File: src/rtl/rca_pkg.sv
// Shared constants and types for the ripple-carry adder.
// Holds the default width and the result bundle layout.
package rca_pkg;

   localparam int RCA_DEFAULT_WIDTH = 16;
   localparam int RCA_MAX_WIDTH     = 64;

   typedef struct packed {
      logic [RCA_MAX_WIDTH-1:0] sum;
      logic                     c_out;
   } rca_result_t;

endpackage

File: src/rtl/rca_full_adder.sv
// One-bit full adder cell of the ripple-carry chain.
// Purely combinational; instantiated once per sum bit.
module rca_full_adder
   import rca_pkg::*;
(
   input  logic a,
   input  logic b,
   input  logic ci,
   output logic s,
   output logic co
);

   logic p;

   assign p  = a ^ b;
   assign s  = p ^ ci;
   assign co = (a & b) | (ci & p);

endmodule

File: src/rtl/rca_adder.sv
// Registered ripple-carry adder, one result per cycle, 1-cycle latency.
// Optional signed overflow output ovf is enabled by RCA_OVERFLOW_EN.
module rca_adder
   import rca_pkg::*;
#(
   parameter int BIT_WIDTH = RCA_DEFAULT_WIDTH
) (
   input  logic                 clk,
   input  logic                 rst_n,
   input  logic [BIT_WIDTH-1:0] add_1,
   input  logic [BIT_WIDTH-1:0] add_2,
   input  logic                 c_in,
   input  logic                 in_valid,
   output logic [BIT_WIDTH-1:0] sum,
   output logic                 c_out,
   output logic                 out_valid
`ifdef RCA_OVERFLOW_EN
   ,
   output logic                 ovf
`endif
);

   logic [BIT_WIDTH:0]   carry;
   logic [BIT_WIDTH-1:0] sum_c;

   assign carry[0] = c_in;

   for (genvar i = 0; i < BIT_WIDTH; i++) begin : g_chain
      rca_full_adder u_fa (
         .a  (add_1[i]),
         .b  (add_2[i]),
         .ci (carry[i]),
         .s  (sum_c[i]),
         .co (carry[i+1])
      );
   end

   // Capture chain result on valid; hold data and drop valid otherwise.
   always_ff @(posedge clk) begin
      if (!rst_n) begin
         sum       <= '0;
         c_out     <= 1'b0;
         out_valid <= 1'b0;
      end else if (in_valid) begin
         sum       <= sum_c;
         c_out     <= carry[BIT_WIDTH];
         out_valid <= 1'b1;
      end else begin
         out_valid <= 1'b0;
      end
   end

`ifdef RCA_OVERFLOW_EN
   // Signed overflow: carry into the MSB disagrees with carry out of it.
   always_ff @(posedge clk) begin
      if (!rst_n) begin
         ovf <= 1'b0;
      end else if (in_valid) begin
         ovf <= carry[BIT_WIDTH-1] ^ carry[BIT_WIDTH];
      end
   end
`endif

endmodule

File: config.mk
export PLATFORM = sky130hd
export DESIGN_NAME = rca_adder
export DESIGN_NICKNAME = d
export VERILOG_FILES = /design/src/rtl/rca_pkg.sv /design/src/rtl/rca_full_adder.sv /design/src/rtl/rca_adder.sv
export SDC_FILE = /design/constraint.sdc
export NUM_CORES = 1
export LEC_CHECK = 0
export ABC_AREA = 1
export CAP_MARGIN = 20
export CORE_MARGIN = 10
export CORE_UTILIZATION = 42
export DETAILED_ROUTE_END_ITERATION = 12
export GPL_ROUTABILITY_DRIVEN = 1
export PLACE_DENSITY = 0.84
export SETUP_SLACK_MARGIN = 0.02
export SLEW_MARGIN = 20
export SYNTH_ARGS = -nofsm -noshare
export SYNTH_HDL_FRONTEND = slang
export SYNTH_HIERARCHICAL = 1
export SYNTH_SLANG_ARGS = --single-unit
File: constraint.sdc
create_clock -name clk -period 16.8 [get_ports clk]
set_input_delay 4.2 -clock clk [delete_from_list [all_inputs] [get_ports clk]]
set_output_delay 4.2 -clock clk [all_outputs]
set_load 0.01 [all_outputs]
==> results.toml <==
[grt]
grt_max_degree = 36
first_global_vias = 995
grt_pass1_wl_um = 4440
overflow = 0
gr-usage-all-layers_pct = 11.1
antenna_found_initial = 0

[clock_network]
htree_levels = 1
hold_buffers = 0
cts.clk_slew.worst_paths_ps = 100
cts_buffers = 3
post-cts-setup-buffer-count = 0
cts_root_buf = "clkbuf_4"
clk_latency_ps = 300
cts_tree = "done"
clockBufferDepth = 2
cts.sinks = 18
cts_resized = 0

[sta]
rsz0062_at_grt = "no"
slew_headroom_pct = 56.9
drv_slew = 0
fmax_mhz = 89.8
fin_crit_ps = 11130
finalCritPeriodShare_pct = 66.3
setup_viol = 0
fin_worst_skew_ps = 0
setup_tns_ps = 0
worstMarginPinSlew_ps = 644
hold_violations = 0

[drt]
wire_per_inst_um = 12.8
ant_nets = 0
via_per_inst = 4.38
dr.first_iter.drc_count = 28
via_count = 912
drt-total-wl_um = 2660
first_pass_iters = 4
drc = 0

[floorplan]
die_x_um = 70.4
dieArea_um2 = 4960
die_y_um = 70.4
io_pins = 54
initial_core_util_pct = 43.5
core_area_um2 = 2450
rows = 18

[min_path]
hp-class = "register to register"

[logic_synthesis]
yosys.area.top_type = "dfxtp_1"
synth_nets = 179
syn-cell-area_um2 = 1070
ys_seq_area_share_pct = 33.8
yosysTopAreaCellShare_pct = 33.8
synth_xor_area_share_pct = 0
yosysUniqueCellTypes = 7
synthCells = 127
syn_avg_cell_area_um2 = 8.40
synth_area_leaders = "dfxtp_1 34%, fa_1 30%, nand2_1 12%"
synth_compound_area_share_pct = 0
synth-simple-area-share_pct = 24.3
synthAdderAreaFrac_pct = 30.0
ys_ff_latch = 18
yosysWarnings = 6
synth_top_family_by_area = "adder cells"
synthMuxAreaShare_pct = 0

[setup_path]
crit_fanout = 1
cp_data_required_time_ps = 17040
worstSetupPathType = "input port to register"
rrSetupSlack_ps = 16180
start_kind = "input port"
cp.arrival_ps = 11380
critPathCaptureType = "register"

[power_and_ir_drop]
ir_drop_mv = 0.0472
power_per_cell_area_nw_per_um2 = 71.9
leakagePower_uw = 0.000748

[job]
drv_cap = 0

[finish]
syn2layout_area_growth_pct = 50.5
diodes = 0
fillCellCount = 198
fin_util_pct = 65.4
layout-drive-gt1-share_pct = 2.81
fin_nets = 231

[placement]
place_congestion = 0.772
dp_hpwl_um = 2280
port_buffers = 53

[status]
outcome = "completed"
==> placed cells by master (no fill, tap or decap) <==
cell type	count
inv_1	18
fa_1	16
nand2_1	35
dfxtp_1	18
buf_2	1
nor2_1	34
clkbuf_8	1
clkdlybuf4s50_1	52
clkbuf_4	3
==> Yosys cell counts, drive strengths merged <==
| cell type | instances |
|---|---|
| buf | 6 |
| dfxtp | 18 |
| fa | 16 |
| inv | 18 |
| nand2 | 35 |
| nor2 | 34 |
==> final cells by class <==
cell class | instances | area (um^2) | area share, %
tap | 30 | 37.5 | 2.34
clock buffer | 4 | 36.3 | 2.26
sequential | 18 | 360 | 22.4
timing repair buffer | 53 | 526 | 32.7
multi-input combinational | 85 | 579 | 36.1
inverter | 18 | 67.6 | 4.21
==> critical path, cell delays in order <==
cell	delay [ps]
clkdlybuf4s50_1	430
fa_1	440
fa_1	390
fa_1	410
fa_1	400
fa_1	390
fa_1	390
fa_1	390
fa_1	390
fa_1	400
fa_1	400
fa_1	430
fa_1	410
fa_1	390
fa_1	400
fa_1	400
fa_1	490
inv_1	40
nand2_1	50
nand2_1	50
nor2_1	100
==> registers in the layout (all words and copies together), names as in the netlist <==
name and cells:
sum 16, c_out 1, out_valid 1
==> worst paths after layout <==
kind / start / to / cells after the start
setup reg to reg: sum[7]$_SDFFE_PN0P_ / sum[7]$_SDFFE_PN0P_ / 2
hold reg to reg: sum[1]$_SDFFE_PN0P_ / sum[1]$_SDFFE_PN0P_ / 2
hold / removal: sum[1]$_SDFFE_PN0P_ / sum[1]$_SDFFE_PN0P_ / 2
setup / recovery: add_1[0] / sum[15]$_SDFFE_PN0P_ / 21
==> layer usage <==
layer / vias to the layer above / share of wire [%] / track usage [%]
met5: - / 0 / 0
met4: 0 / 1.9 / 6.58
met3: 4 / 9.2 / 5.23
met2: 34 / 51 / 19.1
met1: 414 / 38 / 10.4
li1: 460 / - / -
==> cell families (layout without fill, tap and decap cells) <==
family | Yosys count | count (layout)
and+or+nand+nor | 69 | 69
DFF | 18 | 18
buffers and inverters | 24 | 75
adders and majority gates | 16 | 16
==> metrics by stage <==
| step | hold slack (ps) | worst slack (ps) | total power, uW | cell area, um^2 | instances |
|---|---|---|---|---|---|
| after global routing | 517 | 5460 | 126 | 1610 | 208 |
| final | 476 | 5670 | 116 | 1610 | 208 |
| after CTS | 477 | 5660 | 117 | 1610 | 208 |
| after floorplan | 492 | 6150 | 69.2 | 1070 | 127 |
| after detailed placement | 463 | 5350 | 90.2 | 1580 | 204 |
| after global placement | 460 | 5500 | 88.5 | 1580 | 204 |
==> power breakdown <==
| part | internal (uW) | switching, uW |
|---|---|---|
| registers | 46.8 | 2.10 |
| logic | 22.1 | 17.7 |
| clock network | 13.2 | 13.6 |
(Power assumes the default switching activity.)
